--- config.mk ---
export PLATFORM = sky130hd
export DESIGN_NAME = tmr_vote_monitor
export DESIGN_NICKNAME = d
export VERILOG_FILES = /design/src/rtl/tmr_vote_monitor.sv
export SDC_FILE = /design/constraint.sdc
export NUM_CORES = 1
export LEC_CHECK = 0
export ABC_AREA = 1
export BUFFER_PORTS_ARGS = -buffer_cell sky130_fd_sc_hd__buf_2
export CORE_MARGIN = 5
export CORE_UTILIZATION = 58
export CTS_BUF_LIST = sky130_fd_sc_hd__clkbuf_8
export DETAILED_ROUTE_END_ITERATION = 6
export MAX_ROUTING_LAYER = met4
export PLACE_DENSITY_LB_ADDON = 0.2
export SLEW_MARGIN = 20
export SYNTH_ARGS = -nofsm -noshare
export SYNTH_HDL_FRONTEND = slang
export SYNTH_SLANG_ARGS = --single-unit
--- constraint.sdc ---
create_clock -name clk -period 1.55 [get_ports clk]
set_clock_uncertainty 0.15 [all_clocks]
set_input_delay 0 -clock clk [delete_from_list [all_inputs] [get_ports clk]]
set_output_delay 0 -clock clk [all_outputs]
set_load 0.05 [all_outputs]
--- src/rtl/tmr_vote_monitor.sv ---
`default_nettype none
// ============================================================================
// Module      : tmr_vote_monitor
// Description : 2-of-3 majority voter for a triplicated 1-bit signal, with
//               per-channel disagreement tracking (OK / SUSPECT / FAULT) and
//               an optional saturating count of mismatching samples.
// Parameters  : FAULT_THRESH - consecutive valid disagreements before a
//                              channel is declared faulty (1..15)
//               CNT_W        - width of mismatch_cnt
// Ports       : clk, rst_n (async assert, active low)
//               in_valid, a, b, c  - sample strobe and channel 0/1/2 inputs
//               fault_clr          - synchronous clear of fault tracking
//               m, m_valid         - registered majority and its update strobe
//               mismatch, odd_ch   - disagreement pulse and one-hot odd channel
//               fault_ch           - sticky per-channel fault flags
//               mismatch_cnt       - saturating mismatch count
// Macro       : TMR_MISMATCH_CNT_EN - when defined, mismatch_cnt is a real
//               saturating counter; otherwise it is tied to zero.
// Revision    : 1.0 - initial release
// ============================================================================
module tmr_vote_monitor #(
    parameter int FAULT_THRESH = 4,
    parameter int CNT_W        = 8
) (
    input  logic             clk,
    input  logic             rst_n,
    input  logic             in_valid,
    input  logic             a,
    input  logic             b,
    input  logic             c,
    input  logic             fault_clr,
    output logic             m,
    output logic             m_valid,
    output logic             mismatch,
    output logic [2:0]       odd_ch,
    output logic [2:0]       fault_ch,
    output logic [CNT_W-1:0] mismatch_cnt
);

    typedef enum logic [1:0] {
        ST_OK      = 2'd0,
        ST_SUSPECT = 2'd1,
        ST_FAULT   = 2'd2
    } state_t;

    localparam logic [3:0] C_THRESH = 4'(FAULT_THRESH);

    // ------------------------------------------------------------------
    // Combinational vote of the current sample
    // ------------------------------------------------------------------
    logic       maj_w;
    logic [2:0] odd_w;
    logic       mis_w;

    always_comb begin
        maj_w    = (a & b) | (a & c) | (b & c);
        // A channel is odd when the other two agree with each other but not with it.
        odd_w[0] = (b == c) && (a != b);
        odd_w[1] = (a == c) && (b != a);
        odd_w[2] = (a == b) && (c != a);
        mis_w    = |odd_w;
    end

    // ------------------------------------------------------------------
    // Registered voter outputs
    // ------------------------------------------------------------------
    logic       m_q, m_d;
    logic       m_valid_q, m_valid_d;
    logic       mismatch_q, mismatch_d;
    logic [2:0] odd_ch_q, odd_ch_d;

    always_comb begin
        m_d        = m_q;
        m_valid_d  = 1'b0;
        mismatch_d = 1'b0;
        odd_ch_d   = 3'b000;
        if (in_valid) begin
            m_d        = maj_w;
            m_valid_d  = 1'b1;
            mismatch_d = mis_w;
            odd_ch_d   = odd_w;
        end
    end

    always_ff @(posedge clk or negedge rst_n) begin
        if (!rst_n) begin
            m_q        <= 1'b0;
            m_valid_q  <= 1'b0;
            mismatch_q <= 1'b0;
            odd_ch_q   <= 3'b000;
        end else begin
            m_q        <= m_d;
            m_valid_q  <= m_valid_d;
            mismatch_q <= mismatch_d;
            odd_ch_q   <= odd_ch_d;
        end
    end

    assign m        = m_q;
    assign m_valid  = m_valid_q;
    assign mismatch = mismatch_q;
    assign odd_ch   = odd_ch_q;

    // ------------------------------------------------------------------
    // Per-channel health tracking
    // ------------------------------------------------------------------
    for (genvar i = 0; i < 3; i++) begin : g_ch
        state_t     state_q, state_d;
        logic [3:0] dcnt_q, dcnt_d;

        always_comb begin
            state_d = state_q;
            dcnt_d  = dcnt_q;
            // Clear takes priority over any sample arriving in the same cycle.
            if (fault_clr) begin
                state_d = ST_OK;
                dcnt_d  = 4'd0;
            end else if (in_valid) begin
                case (state_q)
                    ST_OK: begin
                        if (odd_w[i]) begin
                            dcnt_d  = 4'd1;
                            // A threshold of 1 faults on the very first disagreement.
                            state_d = (C_THRESH <= 4'd1) ? ST_FAULT : ST_SUSPECT;
                        end
                    end
                    ST_SUSPECT: begin
                        if (odd_w[i]) begin
                            dcnt_d = dcnt_q + 4'd1;
                            if ((dcnt_q + 4'd1) >= C_THRESH) begin
                                state_d = ST_FAULT;
                            end
                        end else begin
                            state_d = ST_OK;
                            dcnt_d  = 4'd0;
                        end
                    end
                    ST_FAULT: begin
                        // Sticky; the counter only climbs until it reaches the threshold.
                        if (odd_w[i] && (dcnt_q < C_THRESH)) begin
                            dcnt_d = dcnt_q + 4'd1;
                        end
                    end
                    default: begin
                        state_d = ST_OK;
                        dcnt_d  = 4'd0;
                    end
                endcase
            end
        end

        always_ff @(posedge clk or negedge rst_n) begin
            if (!rst_n) begin
                state_q <= ST_OK;
                dcnt_q  <= 4'd0;
            end else begin
                state_q <= state_d;
                dcnt_q  <= dcnt_d;
            end
        end

        assign fault_ch[i] = (state_q == ST_FAULT);
    end

    // ------------------------------------------------------------------
    // Mismatch counter (unaffected by fault_clr)
    // ------------------------------------------------------------------
`ifdef TMR_MISMATCH_CNT_EN
    logic [CNT_W-1:0] cnt_q, cnt_d;

    always_comb begin
        cnt_d = cnt_q;
        if (in_valid && mis_w && (cnt_q != {CNT_W{1'b1}})) begin
            cnt_d = cnt_q + CNT_W'(1);
        end
    end

    always_ff @(posedge clk or negedge rst_n) begin
        if (!rst_n) begin
            cnt_q <= '0;
        end else begin
            cnt_q <= cnt_d;
        end
    end

    assign mismatch_cnt = cnt_q;
`else
    assign mismatch_cnt = '0;
`endif

endmodule
`default_nettype wire

Yosys cells after proc, flatten, opt, wreduce, memory -nomap -nowiden. Cells that the tools add are included.

Bits in registers: 24. Input port bits: 7. Output and inout port bits: 17.

Add/subtract/negate cells: 3. Order comparisons: 6. Equal/unequal tests: 24. Muxes and demuxes: 39. Bitwise logic cells: 5. Reduce and logical (&&, ||, !) cells: 17.

Operator list (number): $mux 4 (15); $pmux 4 s3 (3); $mux 2 (15); $pmux 2 s3 (3); $add 4x1->4 const B (3); $ge 4x3->1 const B (3); $lt 4x3->1 const B (3); $ne 4x4->1 const B (3); $reduce_and 4->1 (3); $ne 3x2->1 const B (3); $ne 3x3->1 const B (3); $reduce_and 3->1 (3); $eq 2x1->1 const B (3); $eq 2x2->1 const B (3); $logic_and 1x1->1 (6); $logic_not 2->1 (3); $ne 2x2->1 const B (3); $and 1x1->1 (3); $eq 1x1->1 (3); $mux 3 (1); $ne 1x1->1 (3); $reduce_or 3->1 (1); $mux 1 (2); $or 1x1->1 (2); $reduce_bool 2->1 (1).

Depth between registers and ports, before layout. Gate-level depths: netlist of the first run.

Depth after elaboration: 7. Mapped depth: 9. Mapped depth without buffers: 9.

Least setup slack after synthesis of the first run. Ideal clock, no wire load.

Path kind: register to register. Start: reg g_ch[1].state_q[0]. End: reg g_ch[1].dcnt_q[0]. Arrival: 1.578 ns. Data required time: 1.284 ns. Slack: -0.294 ns. Cell stages (with the launch flop): 7. Clock period less this slack: 1.844 ns. Path through: dfrtp_1 -> nor2_1 -> nand3_1 -> nand3_2 -> inv_1 -> nand2_1 -> nand2_1.

Longest elaborated chain between the ends: 4. Elaborated cells between the ends (all ways): 9. Those cells by class: eq/ne (4); mux (3); reduce/logical (2).

Ends and longest elaborated chain: start, declared (RTL line 108) `state_t state_q, state_d;`; start signal, assigned (RTL line 157) `state_q <= state_d;`; $eq 2x2->1 *; named net fault_ch[1] (RTL line 36) `output logic [2:0] fault_ch,`; $pmux 4 s3 (RTL line 119) `case (state_q)`; $mux 4 (RTL line 118) `end else if (in_valid) begin`; $mux 4 (RTL line 115) `if (fault_clr) begin`; end signal, assigned (RTL line 158) `dcnt_q <= dcnt_d;`; end, declared (RTL line 109) `logic [3:0] dcnt_q, dcnt_d;`.

The timed path passes the listed nets; every way through them passes the cells marked *. The select of a mux whose other input is x is not followed. A chain may end at the register's enable or synchronous reset.

Final worst setup path of the first run.
Start: reg g_ch[0].dcnt_q[0]. End: reg g_ch[0].state_q[1].

Longest elaborated chain between the ends: 4.

Ends and longest elaborated chain: start, declared (RTL line 109); start signal, assigned (RTL line 158); $add 4x1->4 (RTL line 130) `if ((dcnt_q + 4'd1) >= C_THRESH) begin`; $ge 4x3->1 (RTL line 130); $ne 4x4->1 (no source line); $reduce_and 4->1 (no source line); end signal, assigned (RTL line 157); end, declared (RTL line 108).

Every way passes these cells.

==> out/results.tsv, run 1 <==
stage	metric	value	unit
drt	Vias per Instance	5.17	
synthesis	yosys synthesis warning count	0	
drt	final WL	3.08	mm
hold_path	Hold/Removal Path Class	in2reg	
power_and_ir_drop	switching share of power	42.2	%
worst_setup_path	Critical Path, Cell by Cell	ha_1, xnor2_1, nand3_2, nand3_1, nand2_1	
global_routing	initial antenna violation count	0	
sta	worst path setup slack after routing	0.0817	ns
hold_path	instance count along the most critical hold path	4	
worst_setup_path	worst-case reg-to-reg path depth	5	
global_routing	wire length of the first global-routing pass	5.19	mm
layout	Final Util	67.8	%
drt	Iter 0 DRT Violations	62	
worst_setup_path	Max FO, Critical Path	4	
clock_network	number of buffers created by CTS	3	
layout	final std cells w/o fill	260	
power_and_ir_drop	sequential power share	45.5	%
sta	Post-Route Setup TNS	0	ns
synthesis	largest area contributor in the netlist	dfrtp_1	
drt	DRC	0	
clock_network	clock transition at the registers of the reported paths	0.08	ns
power_and_ir_drop	leakage power summed over all cells	0.919	nW
floorplan	Ports	24	
synthesis	mean instance size in the synthesized netlist	7.27	sq um
drt	antenna viol nets, final	0	
synthesis	top cells by area in the synthesized netlist	dfrtp_1 (39%), nand2_1 (16%), ha_1 (4.9%)	
outcome	result of the run	finished, final reports clean	
layout	share of final-layout standard cells stronger than drive strength 1	20.0	%
sta	Tmin final	1.47	ns
floorplan	die width	61.6	microns
sta	maximum clock rate	681	MHz
layout	Finished Cell Area	0.00170	sq mm
sta	hold slack	0.0542	ns
placed_design	Placed Cells	255	
synthesis	Netlist Area Pre-Place	0.00154	sq mm
sta	remaining max-slew budget at the tightest pin	64.0	%
sta	worst-margin pin slew	0.539	ns
synthesis	Unique masters post-synth	23	
worst_setup_path	Buf/Inv on CP	0	
placed_design	Post-DP Area	0.00163	sq mm
sta	share of the clock period used by the worst path	94.7	%
synthesis	share of Yosys cell area claimed by the top area cell type	39.0	%
clock_network	Clk Latency, worst-skew pair	0.27	ns
drt	routed len/inst	11.8	microns
worst_setup_path	kind of critical path	reg2reg	
clock_network	maximum level of the CTS H-tree	1	
sta	total of endpoints with negative setup slack in the final report	0	
global_routing	number of global-route vias before repair	1310	
power_and_ir_drop	Int Power	1.11	mW
clock_network	buffer depth of the longest clock path	2	
worst_setup_path	number of stages on the worst setup path	5	
global_routing	total gr overflow	0	
floorplan	total number of placement rows	18	
worst_setup_path	category of cells accounting for the largest share of critical-path delay	flip-flops	
synthesis	Seq cells post-synth	24	
clock_network	CTS Root Buffer Type	clkbuf_8	
power_and_ir_drop	total power	1.91	mW
clock_network	CTS tree	done	
placed_design	GPL Wtd Cong	0.871	
floorplan	initial cell density of the core	61.7	%
sta	RSZ-0062 raised after global routing	false	
worst_setup_path	standard cell with the maximum stage delay on the critical path	dfrtp_1	
worst_setup_path	Arrival @ worst endpoint	1.48	ns
placed_design	count of buffers inserted at the top-level ports	15	
clock_network	number of clock sinks seen by CTS	24	
placed_design	DP HPWL	2.41	mm
sta	max-slew violations	0	
layout	number of nets in the finished design	245	
power_and_ir_drop	combinational cell fraction of total power	35.2	%
layout	Synth-to-Final Area Change	9.98	%
worst_setup_path	Worst setup SP type	register	
floorplan	area of the core region	0.00250	sq mm
power_and_ir_drop	Clock Power Share	19.2	%
synthesis	post-synthesis instance total	212	
sta	Final Hold Violating Endpoints	0	
floorplan	die height	61.6	microns
layout	fill cell count	207	
drt	drt pass-1 iters	4	
floorplan	full die area	0.00379	sq mm
global_routing	pin count of the biggest net entering global routing	25	
placed_design	Post-Place Worst Slack	0.118	ns
power_and_ir_drop	Peak VDD IR	0.000803	V
worst_setup_path	crit path capture type	register	
worst_setup_path	Critical Path Max Stage Delay	0.42	ns
layout	diode insertion count for antenna repair	0	
power_and_ir_drop	power density cells	1130	mW/mm^2
worst_setup_path	worst endpoint required time	1.57	ns
worst_setup_path	R2R setup slack	0.08	ns
power_and_ir_drop	Sw Pwr	0.808	mW
drt	via total after detailed routing	1343	
job	number of violations of the max-capacitance limit	0	
synthesis	sequential fraction of the synthesis area	39.0	%
global_routing	GRT Resource Usage Total	19.0	%
## repair_timing
| action | in CTS | in global routing |
|---|---|---|
| hold buffers | 2 | 0 |
| resized for setup | 0 | 2 |
| buffers inserted | 0 | 0 |
| setup endpoints to repair | 0 | 3 |
| endpoints found under the hold margin | 29 | 0 |
## metal layers
| layer | up-vias | global-route usage, % | part of all wire (%) | wire, microns |
|---|---|---|---|---|
| li1 | 694 | - | - | - |
| met5 | - | - | 0 | 0 |
| met4 | 0 | 9.09 | 2.3 | 71 |
| met3 | 9 | 3.14 | 5.1 | 158 |
| met2 | 34 | 31.8 | 46 | 1420 |
| met1 | 606 | 22.0 | 46 | 1430 |
## cells by family after synthesis
kind of cell,share of synthesized area (%)
buffers and inverters,10.8
DFF,39.0
xor gates and xnor gates,1.70
and+or+nand+nor,36.3
other,0.243
adders and majority gates,4.87
AOI/OAI and AO/OA,7.14
## placed cells by master, fill, tap and decap left out, drive strengths merged
master	count
xor2	1
nor3	3
a21oi	3
o21ai	17
nand3	20
clkbuf	3
a31oi	1
dfrtp	24
inv	25
buf	15
nand2	68
dlygate4sd3	2
ha	6
nand4	3
conb	8
nor2	28
clkinv	1
xnor2	2
## tightest hold or removal path, cell delays in order
cell and delay [ns]:
buf_2 0.10, ha_1 0.13, nor3_1 0.04, o21ai_0 0.16
## cells in the mapped netlist
cell type / number
o21ai_0: 4
a21oi_1: 3
nor2_2: 7
o21ai_1: 12
nand4_1: 3
dfrtp_1: 24
o21ai_2: 1
nor3_1: 3
nand2_2: 3
conb_1: 1
a31oi_1: 1
nand3_2: 5
nor2_4: 2
clkinv_2: 1
xor2_1: 1
nand2_1: 65
buf_4: 9
inv_1: 19
inv_2: 6
nand3_1: 15
xnor2_1: 2
nor2_1: 19
ha_1: 6
## final timing paths
path,startpoint,endpoint
worst max register to register,g_ch[0].dcnt_q[0],g_ch[0].state_q[1]
worst min-delay path,c,m
min in group asynchronous,rst_n,odd_ch[0]
worst max-delay path,g_ch[0].dcnt_q[0],g_ch[0].state_q[1]
max in group asynchronous,rst_n,g_ch[0].state_q[0]
worst min register to register,m,m
## state kept, by name, indices dropped and copies added, names as in the netlist
name and flops:
g_ch.state_q 6, m_valid 1, g_ch.dcnt_q 12, mismatch 1, m 1, odd_ch 3
## power groups by stage
stage,sequential (mW),clock [mW],combinational [mW]
after floorplan,0.894,0,0.509
after global placement,0.871,0,0.641
after detailed placement,0.878,0,0.667
after CTS,0.867,0.375,0.674
after global routing,0.892,0.400,0.760
final,0.872,0.368,0.675
## area by class of cell
cell class	instances	area (sq um)	area share, %
Inverter	26	98.8	5.83
Clock buffer	3	41.3	2.44
Tap cell	30	37.5	2.21
Multi-Input combinational cell	160	821	48.4
Timing Repair Buffer	17	95.1	5.61
Sequential cell	24	602	35.5
Note: power is estimated with default switching activity, not from simulation.
==> inputs of run 2 (changes only) <==
- CORE_MARGIN: 5 -> default
==> out/results.tsv, run 2 (synthesis results as in run 1) <==
stage	metric	value	unit
worst_setup_path	Max FO, Critical Path	9	
worst_setup_path	cell seen most often among critical-path stages	nand2_1	
sta	remaining max-slew budget at the tightest pin	63.3	%
layout	number of nets in the finished design	247	
floorplan	total number of placement rows	18	
floorplan	die height	53.6	microns
clock_network	number of clock sinks seen by CTS	24	
sta	Tmin final	1.48	ns
drt	routed len/inst	11.5	microns
hold_path	instance count along the most critical hold path	4	
worst_setup_path	kind of critical path	in2reg	
worst_setup_path	R2R setup slack	0.08	ns
layout	fill cell count	189	
power_and_ir_drop	leakage power summed over all cells	0.936	nW
clock_network	buffer depth of the longest clock path	2	
layout	FF+latch area	602	sq um
global_routing	initial antenna violation count	0	
clock_network	Clk Latency, worst-skew pair	0.26	ns
sta	share of the clock period used by the worst path	95.5	%
layout	flip-flop count of the largest register, all copies and words added	12	
sta	max-slew violations	0	
placed_design	Post-Place Worst Slack	0.0957	ns
worst_setup_path	worst reg2reg path startpoint	g_ch[2].dcnt_q[0]	
layout	leading cell types in the layout, fill and taps excluded	nand2_1 (65), dfrtp_1 (23), inv_1 (19)	
sta	Final Hold Violating Endpoints	0	
layout	most common cell after layout, fill and taps aside	nand2_1	
worst_setup_path	worst-case reg-to-reg path depth	7	
job	number of violations of the max-capacitance limit	0	
clock_network	CTS tree	done	
worst_setup_path	Critical Path, Cell by Cell	dlygate4sd3_1, clkbuf_4, inv_4, nand3_1, inv_1, nand2_1, nand3_4, inv_1, nand2_1, nand2_1	
worst_setup_path	crit path capture type	register	
layout	share of final-layout standard cells stronger than drive strength 1	20.2	%
hold_path	origin of the worst min-delay path	c	
power_and_ir_drop	power density cells	1140	mW/mm^2
drt	DRC	0	
worst_setup_path	worst endpoint required time	1.56	ns
drt	final WL	3.01	mm
clock_network	number of buffers created by CTS	3	
power_and_ir_drop	total power	1.98	mW
floorplan	area of the core region	0.00250	sq mm
outcome	result of the run	finished, final reports clean	
global_routing	GRT Resource Usage Total	24.2	%
worst_setup_path	Critical Path Max Stage Delay	0.54	ns
placed_design	count of buffers inserted at the top-level ports	15	
floorplan	Ports	24	
layout	Final Util	69.3	%
sta	hold slack	0.0100	ns
worst_setup_path	standard cell with the maximum stage delay on the critical path	dlygate4sd3_1	
clock_network	Post-CTS Setup Bufs	0	
hold_path	hold path endpoint	m	
floorplan	full die area	0.00287	sq mm
worst_setup_path	critical register-to-register path endpoint	g_ch[2].state_q[1]	
sta	worst path setup slack after routing	0.0697	ns
sta	RSZ-0062 raised after global routing	true	
sta	maximum clock rate	676	MHz
drt	antenna viol nets, final	0	
layout	largest reg by FF count	g_ch.dcnt_q	
clock_network	maximum level of the CTS H-tree	1	
placed_design	Post-DP Area	0.00163	sq mm
floorplan	initial cell density of the core	61.7	%
placed_design	DP HPWL	2.31	mm
placed_design	Placed Cells	256	
drt	via total after detailed routing	1336	
sta	worst-margin pin slew	0.550	ns
layout	Finished Cell Area	0.00173	sq mm
placed_design	GPL Wtd Cong	0.891	
clock_network	CTS Root Buffer Type	clkbuf_8	
layout	diode insertion count for antenna repair	0	
sta	Post-Route Setup TNS	0	ns
global_routing	total gr overflow	0	
drt	Vias per Instance	5.08	
layout	area of the multi-input gates	821	sq um
layout	final std cells w/o fill	263	
worst_setup_path	Arrival @ worst endpoint	1.49	ns
global_routing	number of global-route vias before repair	1134	
global_routing	pin count of the biggest net entering global routing	25	
global_routing	wire length of the first global-routing pass	4.86	mm
clock_network	clock transition at the registers of the reported paths	0.08	ns
hold_path	Hold/Removal Path Class	in2reg	
layout	Synth-to-Final Area Change	12.3	%
power_and_ir_drop	Peak VDD IR	0.000894	V
sta	total of endpoints with negative setup slack in the final report	0	
worst_setup_path	Worst setup SP type	input port	
drt	drt pass-1 iters	4	
drt	Iter 0 DRT Violations	15	
floorplan	die width	53.6	microns
## run 2: repair_timing
| item | 4_1_cts | 5_1_grt |
|---|---|---|
| hold buffers | 3 | 0 |
| resized for setup | 0 | 4 |
| endpoints found under the setup margin | 0 | 7 |
| hold endpoints to repair | 32 | 0 |
## run 2: layout make-up
type | count | area share, %
Clock buffer | 4 | 3.18
Inverter | 26 | 5.85
Multi-Input combinational cell | 160 | 47.4
Sequential cell | 24 | 34.8
Tap cell | 30 | 2.17
Timing Repair Buffer | 19 | 6.65
## run 2: power breakdown
group,leakage (nW),switching [mW],internal (mW)
clock,0.0288,0.194,0.226
combinational,0.589,0.474,0.213
sequential,0.318,0.147,0.728
## run 2: layer usage
metal / track usage (%) / vias to the layer above / part of all wire, %
li1: - / 701 / -
met1: 32.3 / 602 / 48
met2: 38.3 / 29 / 47
met3: 2.54 / 4 / 3.3
met4: 7.89 / 0 / 1.3
met5: - / - / 0
## run 2: worst max-delay path by stage
stage	start	to	slack (ns)	cells after the start
after floorplan	g_ch[1].state_q[0]	g_ch[1].dcnt_q[0]	-0.02	6
after global placement	g_ch[2].dcnt_q[0]	g_ch[2].state_q[0]	0.15	7
after detailed placement	a	g_ch[2].state_q[1]	0.1	10
after CTS	fault_clr	g_ch[1].dcnt_q[0]	0.08	10
after global routing	fault_clr	g_ch[1].dcnt_q[0]	-0.04	10
final	fault_clr	g_ch[1].dcnt_q[0]	0.07	10
## run 2: worst max-delay path, delay by kind of cell
kind	cells	cell delay (ns)
simple gates	5	0.47
buf+inv	5	1.00
